File: config.mk
export PLATFORM = sky130hd
export DESIGN_NAME = dck_loader_flat
export DESIGN_NICKNAME = d
export VERILOG_FILES = /design/src/rtl/dck_loader_pkg.sv /design/src/rtl/dck_loader_if.sv /design/src/rtl/dck_loader.sv /design/src/flat_wrapper.sv
export SDC_FILE = /design/constraint.sdc
export NUM_CORES = 1
export LEC_CHECK = 0
export CORE_ASPECT_RATIO = 0.6
export CORE_UTILIZATION = 37
export DETAILED_ROUTE_END_ITERATION = 10
export PLACE_DENSITY = 0.65
export SYNTH_ARGS = -nofsm -noshare
export SYNTH_HDL_FRONTEND = slang
export SYNTH_SLANG_ARGS = --single-unit
export TNS_END_PERCENT = 1
File: constraint.sdc
create_clock -name clock -period 10.9 [get_ports clock]
set_clock_uncertainty 0.1 [all_clocks]
set_input_delay 2.18 -clock clock [delete_from_list [all_inputs] [get_ports clock]]
set_output_delay 2.18 -clock clock [all_outputs]
set_load 0.05 [all_outputs]
File: src/rtl/dck_loader_pkg.sv
// Shared types and constants for the Timex DCK cartridge loader.
// Holds the parser state enum, bank id/code constants and the present-chunk search helper.
package ts2068_dck_pkg;

    typedef enum logic [2:0] {IDLE, HDR, DATA, SKIP, DONE} dckState_t;

    localparam logic [7:0] BID_DOCK  = 8'h00;
    localparam logic [7:0] BID_EXROM = 8'hFE;
    localparam logic [7:0] BID_HOME  = 8'hFF;

    localparam logic [1:0] BANK_DOCK  = 2'd0;
    localparam logic [1:0] BANK_EXROM = 2'd1;
    localparam logic [1:0] BANK_HOME  = 2'd2;

    localparam int unsigned CHUNK_SIZE = 8192;
    localparam logic [12:0] OFFSET_LAST = 13'(CHUNK_SIZE - 1);

    // Lowest set bit of mask at or above index 'from'; result is {found, index}.
    function automatic logic [3:0] nextPresent(input logic [7:0] mask, input logic [3:0] from);
        logic [3:0] res;
        res = 4'b0;
        for (int i = 7; i >= 0; i--) begin
            if (mask[i] && (4'(i) >= from)) begin
                res = {1'b1, 3'(i)};
            end
        end
        return res;
    endfunction

endpackage

File: src/rtl/dck_loader_if.sv
// Download byte stream in, linear memory write strobe out.
// The dioS file-size field exists only when DCK_SIZECHK_EN is defined.
interface dck_loader_if #(
    parameter int unsigned AW = 18
);
    logic          dckE;
    logic [26:0]   dioA;
    logic [7:0]    dioD;
    logic          dioW;
`ifdef DCK_SIZECHK_EN
    logic [31:0]   dioS;
`endif
    logic [AW-1:0] memA;
    logic [7:0]    memD;
    logic          memW;

`ifdef DCK_SIZECHK_EN
    modport master (output dckE, dioA, dioD, dioW, dioS, input memA, memD, memW);
    modport slave  (input dckE, dioA, dioD, dioW, dioS, output memA, memD, memW);
`else
    modport master (output dckE, dioA, dioD, dioW, input memA, memD, memW);
    modport slave  (input dckE, dioA, dioD, dioW, output memA, memD, memW);
`endif

endinterface

File: src/rtl/dck_loader.sv
// Timex DCK container parser: turns the download byte stream into cartridge memory writes
// and per-bank chunk ROM/present maps. DCK_SIZECHK_EN adds a file-size check at end of download.
module dck_loader
    import ts2068_dck_pkg::*;
#(
    parameter int unsigned MAXBLK = 3,
    parameter int unsigned AW     = 18
) (
    input  logic       clock,
    input  logic       reset,
    dck_loader_if.slave dio,
    output logic [7:0] dockRom,
    output logic [7:0] dockPre,
    output logic [7:0] exrmRom,
    output logic [7:0] exrmPre,
    output logic [7:0] homeRom,
    output logic [7:0] homePre,
    output logic       busy,
    output logic       done,
    output logic       error
);

    localparam int unsigned BCW = $clog2(MAXBLK + 1);

    dckState_t       stateQ, stateD;
    logic            dckEQ;
    logic [26:0]     byteCntQ, byteCntD;
    logic [3:0]      hdrIdxQ, hdrIdxD;
    logic [1:0]      bankQ, bankD;
    logic [2:0]      chunkQ, chunkD;
    logic [12:0]     offsetQ, offsetD;
    logic [BCW-1:0]  blkCntQ, blkCntD;
    logic [7:0]      curPreQ, curPreD;
    logic [2:0][7:0] romQ, romD, preQ, preD;
    logic            busyQ, busyD, doneQ, doneD, errorQ, errorD;
    logic [AW-1:0]   memAQ, memAD;
    logic [7:0]      memDQ, memDD;
    logic            memWQ, memWD;
    logic            sizeOk;
    logic [3:0]      nxt;
    logic [2:0]      slot;

`ifdef DCK_SIZECHK_EN
    assign sizeOk = (dio.dioS[31:27] == 5'd0) && (byteCntQ == dio.dioS[26:0]);
`else
    assign sizeOk = 1'b1;
`endif

    always_comb begin
        stateD   = stateQ;
        byteCntD = byteCntQ;
        hdrIdxD  = hdrIdxQ;
        bankD    = bankQ;
        chunkD   = chunkQ;
        offsetD  = offsetQ;
        blkCntD  = blkCntQ;
        curPreD  = curPreQ;
        romD     = romQ;
        preD     = preQ;
        busyD    = busyQ;
        doneD    = doneQ;
        errorD   = errorQ;
        memAD    = memAQ;
        memDD    = memDQ;
        memWD    = 1'b0;
        nxt      = 4'b0;
        slot     = 3'(hdrIdxQ - 4'd1);

        // Rising edge restarts the parser; a byte in the same cycle is handled below as byte 0.
        if (dio.dckE && !dckEQ) begin
            romD     = '0;
            preD     = '0;
            doneD    = 1'b0;
            errorD   = 1'b0;
            busyD    = 1'b1;
            byteCntD = '0;
            blkCntD  = '0;
            hdrIdxD  = '0;
            curPreD  = '0;
            stateD   = HDR;
        end

        if (!dio.dckE && dckEQ) begin
            busyD  = 1'b0;
            stateD = IDLE;
            if (stateQ == HDR && hdrIdxQ == 4'd0 && blkCntQ != '0 && sizeOk) begin
                doneD = 1'b1;
            end else begin
                doneD  = 1'b0;
                errorD = 1'b1;
            end
        end else if (dio.dckE && dio.dioW) begin
            if (stateD == SKIP) begin
                byteCntD = byteCntD + 27'd1;
            end else if (stateD == HDR || stateD == DATA) begin
                if (dio.dioA != byteCntD) begin
                    errorD = 1'b1;
                    stateD = SKIP;
                end else begin
                    byteCntD = byteCntD + 27'd1;
                    if (stateD == HDR) begin
                        if (hdrIdxD == 4'd0) begin
                            curPreD = '0;
                            hdrIdxD = 4'd1;
                            if (blkCntD == BCW'(MAXBLK)) begin
                                errorD = 1'b1;
                                stateD = SKIP;
                            end else begin
                                case (dio.dioD)
                                    BID_DOCK:  bankD = BANK_DOCK;
                                    BID_EXROM: bankD = BANK_EXROM;
                                    BID_HOME:  bankD = BANK_HOME;
                                    default: begin
                                        errorD = 1'b1;
                                        stateD = SKIP;
                                    end
                                endcase
                            end
                        end else if (dio.dioD > 8'd3) begin
                            errorD = 1'b1;
                            stateD = SKIP;
                        end else begin
                            slot                = 3'(hdrIdxD - 4'd1);
                            romD[bankD][slot]   = dio.dioD[1];
                            preD[bankD][slot]   = dio.dioD[0];
                            curPreD[slot]       = dio.dioD[0];
                            if (hdrIdxD == 4'd8) begin
                                nxt     = nextPresent(curPreD, 4'd0);
                                hdrIdxD = 4'd0;
                                if (nxt[3]) begin
                                    chunkD  = nxt[2:0];
                                    offsetD = '0;
                                    stateD  = DATA;
                                end else begin
                                    blkCntD = blkCntD + BCW'(1);
                                end
                            end else begin
                                hdrIdxD = hdrIdxD + 4'd1;
                            end
                        end
                    end else begin
                        memAD = AW'({bankD, chunkD, offsetD});
                        memDD = dio.dioD;
                        memWD = 1'b1;
                        if (offsetD == OFFSET_LAST) begin
                            nxt     = nextPresent(curPreD, {1'b0, chunkD} + 4'd1);
                            offsetD = '0;
                            if (nxt[3]) begin
                                chunkD = nxt[2:0];
                            end else begin
                                blkCntD = blkCntD + BCW'(1);
                                hdrIdxD = 4'd0;
                                stateD  = HDR;
                            end
                        end else begin
                            offsetD = offsetD + 13'd1;
                        end
                    end
                end
            end
        end
    end

    always_ff @(posedge clock) begin
        if (reset) begin
            stateQ   <= IDLE;
            // Track the live level so a download already in progress is not re-entered.
            dckEQ    <= dio.dckE;
            byteCntQ <= '0;
            hdrIdxQ  <= '0;
            bankQ    <= '0;
            chunkQ   <= '0;
            offsetQ  <= '0;
            blkCntQ  <= '0;
            curPreQ  <= '0;
            romQ     <= '0;
            preQ     <= '0;
            busyQ    <= 1'b0;
            doneQ    <= 1'b0;
            errorQ   <= 1'b0;
            memAQ    <= '0;
            memDQ    <= '0;
            memWQ    <= 1'b0;
        end else begin
            stateQ   <= stateD;
            dckEQ    <= dio.dckE;
            byteCntQ <= byteCntD;
            hdrIdxQ  <= hdrIdxD;
            bankQ    <= bankD;
            chunkQ   <= chunkD;
            offsetQ  <= offsetD;
            blkCntQ  <= blkCntD;
            curPreQ  <= curPreD;
            romQ     <= romD;
            preQ     <= preD;
            busyQ    <= busyD;
            doneQ    <= doneD;
            errorQ   <= errorD;
            memAQ    <= memAD;
            memDQ    <= memDD;
            memWQ    <= memWD;
        end
    end

    assign dio.memA = memAQ;
    assign dio.memD = memDQ;
    assign dio.memW = memWQ;
    assign dockRom  = romQ[BANK_DOCK];
    assign dockPre  = preQ[BANK_DOCK];
    assign exrmRom  = romQ[BANK_EXROM];
    assign exrmPre  = preQ[BANK_EXROM];
    assign homeRom  = romQ[BANK_HOME];
    assign homePre  = preQ[BANK_HOME];
    assign busy     = busyQ;
    assign done     = doneQ;
    assign error    = errorQ;

endmodule

File: src/flat_wrapper.sv
// flat-port wrapper written by rule: the top's interface ports become plain ports
module dck_loader_flat import ts2068_dck_pkg::*;
#(
    parameter int unsigned MAXBLK = 3,
    parameter int unsigned AW     = 18
)
  (clock, reset, dockRom, dockPre, exrmRom, exrmPre, homeRom, homePre, busy, done, error, dio_dckE, dio_dioA, dio_dioD, dio_dioW, dio_memA, dio_memD, dio_memW);
  dck_loader_if #(.AW(AW)) dio_i ();
  input  logic clock;
  input  logic reset;
  output logic [7:0] dockRom;
  output logic [7:0] dockPre;
  output logic [7:0] exrmRom;
  output logic [7:0] exrmPre;
  output logic [7:0] homeRom;
  output logic [7:0] homePre;
  output logic busy;
  output logic done;
  output logic error;
  input wire logic [$bits(dio_i.dckE)-1:0] dio_dckE;
  input wire logic [$bits(dio_i.dioA)-1:0] dio_dioA;
  input wire logic [$bits(dio_i.dioD)-1:0] dio_dioD;
  input wire logic [$bits(dio_i.dioW)-1:0] dio_dioW;
  output wire logic [$bits(dio_i.memA)-1:0] dio_memA;
  output wire logic [$bits(dio_i.memD)-1:0] dio_memD;
  output wire logic [$bits(dio_i.memW)-1:0] dio_memW;
  assign dio_i.dckE = dio_dckE;
  assign dio_i.dioA = dio_dioA;
  assign dio_i.dioD = dio_dioD;
  assign dio_i.dioW = dio_dioW;
  assign dio_memA = dio_i.memA;
  assign dio_memD = dio_i.memD;
  assign dio_memW = dio_i.memW;
  dck_loader #(.MAXBLK(MAXBLK), .AW(AW)) u_core (.clock(clock), .reset(reset), .dio(dio_i), .dockRom(dockRom), .dockPre(dockPre), .exrmRom(exrmRom), .exrmPre(exrmPre), .homeRom(homeRom), .homePre(homePre), .busy(busy), .done(done), .error(error));
endmodule
==> results.py, run 1 <==
metrics = {
    "critical_path": {
        "cp_slowest_cell": "o2111ai_1",
        "slowest_delay_ns": 0.92,
        "cp-end-kind": "flip-flop",
        "crit_type": "primary input to flip-flop",
        "worstPathCellList": "clkdlybuf4s50_1 > ha_2 > buf_4 > nor2b_1 > inv_2 > ha_1 > inv_1 > o21ai_1 > o22a_1 > nand4_1 > o2111ai_1 > a21oi_1 > o32ai_1",
        "cpLargestDelayFamily": "compound AO/OA/AOI/OAI gates",
        "cp.arrival_ns": 7.12,
        "cp.required_ns": 11.14,
        "startpoint_type": "primary input",
        "crit_buf_inv": 4,
        "crit_path_max_fanout": 57,
    },
    "placement": {
        "port_buffers": 116,
        "gp_congestion": 0.919,
        "hpwl_mm": 18.8,
        "dp.cells": 1391,
    },
    "clocking": {
        "cts_setup_buffers": 0,
        "cts_tree": "done",
        "clk_path_buf_depth": 2,
        "cts_buffers": 17,
        "clk_pin_slew_ns": 0.06,
        "cts_resized": 0,
        "ctsHoldBuffers": 0,
        "clkLatencyLatePin_ns": 0.44,
        "clock_sinks": 141,
        "root_buffer": "clkbuf_16",
        "htree_levels": 4,
    },
    "cells_and_area": {
        "mostFrequentLayoutCells": "dfxtp_1, nand2_1, clkdlybuf4s50_1",
        "num_antenna_cells": 0,
        "final_cells": 1422,
        "fill_cells": 2160,
        "final_common_cell": "dfxtp_1",
        "drive_above_1_share": 0.0539,
        "syn_to_final_growth_pct": 22.5,
        "nNetsFinal": 1151,
    },
    "power": {
        "p_leak_nw": 3.54,
        "max-vdd-ir-drop_v": 0.000111,
        "power.density_nw_per_um2": 118,
    },
    "yosys": {
        "synth-edff-count": 0,
        "syn-cell-area_um2": 8360,
        "yosys.area.top_type": "dfxtp_1",
        "syn-instance-count": 1031,
        "yosysWarnings": 0,
        "synth_cell_types": 80,
        "synthFlopType": "dfxtp_1",
        "syn_nets": 1080,
        "synth_top_area_frac": 0.338,
        "avgSynthCellArea_um2": 8.11,
        "synth_area_leaders": "dfxtp_1, mux2i_1, nand2_1",
        "ys_seq_area_frac": 0.338,
        "async_flop_share": 0,
        "ys_seq_elements": 141,
    },
    "timing": {
        "tightestPinTransition_ns": 1.09,
        "tns_ns": 0,
        "rsz0062_at_grt": "false",
        "fin_crit_ns": 6.88,
        "relSlewSlack": 0.273,
        "min_period_over_period": 0.632,
        "holdWs_ns": 0.359,
        "fmax_mhz": 145,
        "finalHoldViolCount": 0,
        "setup-violations-final": 0,
        "final_max_slew_viol_count": 0,
    },
    "detailed_routing": {
        "drt_first_pass_iters": 5,
        "wl_mm": 26.7,
        "drc_errors": 0,
        "wl_per_cell_um": 18.8,
        "viasPerCell": 5.71,
        "antenna_left": 0,
        "vias": 8118,
        "drt_iter0_drc": 811,
    },
    "global_route": {
        "first_global_vias": 7384,
        "grt_max_degree": 72,
        "gr-total-overflow": 0,
        "antenna_found_initial": 0,
        "grt_pass1_wl_mm": 42.3,
        "track_usage": 0.232,
    },
    "floorplanning": {
        "initial_core_util": 0.378,
        "die_x_um": 196,
        "die_h_um": 118,
        "coreArea_um2": 22100,
        "rows": 42,
        "ios": 117,
        "dieArea_um2": 23200,
    },
    "flow_run": {
        "drv_cap": 0,
    },
    "min_path": {
        "hold_class": "flip-flop to flip-flop",
    },
    "status": {
        "status": "complete, no violations",
    },
}
[cell families after synthesis]
group           Yosys count  synth area share
compound gates          206             0.171
flops                   141             0.338
simple gates            474             0.296
buf+inv                  86            0.0449
xor+xnor                 16            0.0168
fa+ha+maj                10            0.0150
mux                      98             0.119
[registers in the layout, summed over array words and instances, names as in the netlist]
signal / cells
u_core.bankQ: 2
u_core.stateQ: 3
u_core.dockPre: 8
u_core.dckEQ: 1
u_core.blkCntQ: 2
u_core.busy: 1
u_core.dio.memA: 18
u_core.offsetQ: 13
u_core.curPreQ: 8
u_core.hdrIdxQ: 4
u_core.exrmRom: 8
u_core.homePre: 8
u_core.error: 1
u_core.homeRom: 8
u_core.byteCntQ: 27
u_core.dio.memD: 8
u_core.chunkQ: 3
u_core.dockRom: 8
u_core.done: 1
u_core.dio.memW: 1
u_core.exrmPre: 8
[final cells by class]
cell class | count | area, um2 | share of cell area
sequential | 141 | 2820 | 0.276
multi-input combinational | 804 | 5170 | 0.505
tap | 308 | 385 | 0.0376
inverter | 15 | 56.3 | 0.00550
clock buffer | 20 | 457 | 0.0446
timing repair buffer | 123 | 1210 | 0.118
clock inverter | 11 | 143 | 0.0139
[per-stage QoR]
| stage | power (mW) | util | cell area (um2) | setup WS (ns) |
|---|---|---|---|---|
| detailed placement | 0.617 | 0.436 | 9650 | 3.71 |
| floorplan | 0.581 | - | 8360 | 5.09 |
| global placement | 0.617 | 0.436 | 9650 | 3.76 |
| global route | 1.25 | 0.463 | 10200 | 3.55 |
| CTS | 1.22 | 0.463 | 10200 | 4.10 |
| finish | 1.21 | 0.463 | 10200 | 4.02 |
[worst min-delay path: stages (launching register included)]
cell     delay, ns
dfxtp_1       0.31
nand2_1       0.05
mux2i_1       0.05
[where the power goes]
| part | internal, mW | switching (mW) | total [mW] |
|---|---|---|---|
| Sequential | 0.517 | 0.00115 | 0.518 |
| Combinational | 0.0319 | 0.0572 | 0.0891 |
| Clock | 0.369 | 0.234 | 0.603 |
[layer usage]
layer | wire (um) | GRT usage | share of wire
met1 | 13500 | 0.354 | 0.51
met2 | 9870 | 0.289 | 0.37
met3 | 3000 | 0.0899 | 0.11
met4 | 333 | 0.0659 | 0.012
met5 | 0 | 0 | 0
[cell usage after synthesis (12+ instances only)]
cell and instances:
dfxtp_1 141, nand2_1 127, nor2_1 99, mux2i_1 90
clkbuf_1 45, a21oi_1 44, nand3_1 37, nor3_1 32
o21ai_0 27, or3_1 27, nor2b_1 26, nand4_1 25
nand2b_1 15, o211ai_1 14, and3_1 13, buf_2 12
inv_1 12
[path summary, 6_finish.rpt]
path,from,slack (ns),cells after the start,to
worst min-delay path,u_core.homeRom[3],0.36,2,u_core.homeRom[3]
worst max-delay path,dio_dckE,4.02,13,u_core.offsetQ[6]
worst max register to register,u_core.dckEQ,5.99,13,u_core.offsetQ[6]
worst min register to register,u_core.homeRom[3],0.36,2,u_core.homeRom[3]
Power figures use the tool's default switching activity.
==> inputs of run 2 (changes only) <==
==> constraint.sdc (replaced) <==
create_clock -name clock -period 6.8 [get_ports clock]
set_clock_uncertainty 0.1 [all_clocks]
set_input_delay 1.36 -clock clock [delete_from_list [all_inputs] [get_ports clock]]
set_output_delay 1.36 -clock clock [all_outputs]
set_load 0.05 [all_outputs]
==> run 2 against run 1 <==
  * Register-to-register slack got worse by 3.6 ns
  * Sequential share of layout area fell by 0.18 points
  * Wire length rose by 1.7%
  * Cell count rose by 0.63%
  * Critical path depth fell by 1
  * Design area rose by 0.65%
  * Setup slack got worse by 2.8 ns
  * Critical path type unchanged
==> results.py, run 2 (synthesis gave the netlist of run 1 again) <==
metrics = {
    "clocking": {
        "cts_setup_buffers": 0,
        "htree_levels": 4,
        "ctsHoldBuffers": 0,
        "clk_pin_slew_ns": 0.06,
        "root_buffer": "clkbuf_16",
        "clk_path_buf_depth": 2,
        "cts_resized": 0,
        "clkLatencyLatePin_ns": 0.43,
        "clock_sinks": 141,
        "cts_tree": "done",
        "cts_buffers": 17,
    },
    "timing": {
        "setup_ws_ns": 1.26,
        "rsz0062_at_grt": "false",
        "tightestPinTransition_ns": 0.968,
        "fin_crit_ns": 5.54,
        "min_period_over_period": 0.815,
        "fmax_mhz": 180,
        "holdWs_ns": 0.357,
        "setup-violations-final": 0,
        "tns_ns": 0,
        "relSlewSlack": 0.353,
        "final_max_slew_viol_count": 0,
        "finalHoldViolCount": 0,
    },
    "critical_path": {
        "cp_slowest_cell": "ha_2",
        "slowest_delay_ns": 0.79,
        "worstPathCellList": "clkdlybuf4s50_1 > ha_2 > nor2b_1 > inv_2 > ha_1 > inv_1 > o21ai_1 > o22ai_1 > nor3_1 > a311oi_1 > o21ai_1 > mux2_1",
        "crit_type": "primary input to flip-flop",
        "cp.required_ns": 7.01,
        "cp.arrival_ns": 5.75,
        "cp-end-kind": "flip-flop",
        "crit_path_max_fanout": 49,
        "startpoint_type": "primary input",
        "crit_top_cell": "o21ai_1",
    },
    "cells_and_area": {
        "num_antenna_cells": 0,
        "mostFrequentLayoutCells": "dfxtp_1, nand2_1, clkdlybuf4s50_1",
        "drive_above_1_share": 0.0614,
        "largest_reg_flops": 27,
        "final_common_cell": "dfxtp_1",
        "design_area_um2": 10300,
        "syn_to_final_growth_pct": 23.3,
        "largest-register": "u_core.byteCntQ",
        "nNetsFinal": 1159,
    },
    "global_route": {
        "antenna_found_initial": 0,
        "grt_util_met1": 0.370,
        "grt_max_degree": 55,
        "first_global_vias": 7380,
        "gr-total-overflow": 0,
        "met2_usage": 0.301,
        "busiest_layer": "met1",
        "grtUsageMet3": 0.0688,
        "grt_pass1_wl_mm": 42.5,
        "track_usage": 0.235,
    },
    "placement": {
        "gp_congestion": 0.945,
        "hpwl_mm": 19.4,
        "port_buffers": 116,
        "place_ws_ns": 0.933,
        "place_area_um2": 9710,
    },
    "detailed_routing": {
        "drt_iter0_drc": 866,
        "viasPerCell": 5.70,
        "drc_errors": 0,
        "wl_per_cell_um": 19.0,
        "antenna_left": 0,
        "vias": 8163,
        "drt_first_pass_iters": 6,
        "wl_mm": 27.1,
    },
    "power": {
        "p_leak_nw": 3.58,
        "max-vdd-ir-drop_v": 0.000179,
        "power.density_nw_per_um2": 189,
        "finalPower_mw": 1.95,
    },
    "status": {
        "status": "complete, no violations",
    },
    "min_path": {
        "hold_class": "flip-flop to flip-flop",
    },
    "floorplanning": {
        "initial_core_util": 0.378,
        "die_x_um": 196,
        "coreArea_um2": 22100,
        "ios": 117,
        "die_h_um": 118,
        "rows": 42,
        "dieArea_um2": 23200,
    },
    "flow_run": {
        "drv_cap": 0,
    },
}
## run 2: path summary, 6_finish.rpt
path                     start                 to  slack [ns]  cells past startpoint
max                   dio_dckE   u_core.chunkQ[1]        1.26                     12
min          u_core.homePre[4]  u_core.homePre[4]        0.36                      2
min reg2reg  u_core.homePre[4]  u_core.homePre[4]        0.36                      2
max reg2reg       u_core.dckEQ   u_core.chunkQ[1]        2.41                     12
## run 2: worst max-delay path: cells and delay by family
family	cells	cell delay, ns
simple gates	2	0.65
fa+ha+maj	2	1.30
buf+inv	3	0.95
compound gates	4	1.10
mux	1	0.35
## run 2: where the power goes
group | leakage [nW] | internal [mW] | total (mW) | switching, mW
logic | 2.15 | 0.0531 | 0.145 | 0.0922
registers | 1.14 | 0.828 | 0.830 | 0.00211
clock network | 0.290 | 0.588 | 0.974 | 0.387
## run 2: per-stage QoR
stage               instances  utilization
floorplan                1031            -
global placement         1399        0.439
detailed placement       1399        0.439
CTS                      1431        0.466
global route             1431        0.466
finish                   1431        0.466
## run 2: area by class of cell
| type | count | area, um2 |
|---|---|---|
| clock buffer | 19 | 443 |
| timing repair buffer | 131 | 1270 |
| sequential | 141 | 2820 |
| fill | 2149 | 11800 |
| tap | 308 | 385 |
| clock inverter | 13 | 163 |
| inverter | 15 | 56.3 |
| multi-input combinational | 804 | 5170 |
## run 2: per-layer routing
metal / wire (um) / vias to the layer above
li1: - / 3932
met1: 14000 / 3844
met2: 10100 / 365
met3: 2730 / 22
met4: 270 / 0
met5: 0 / -
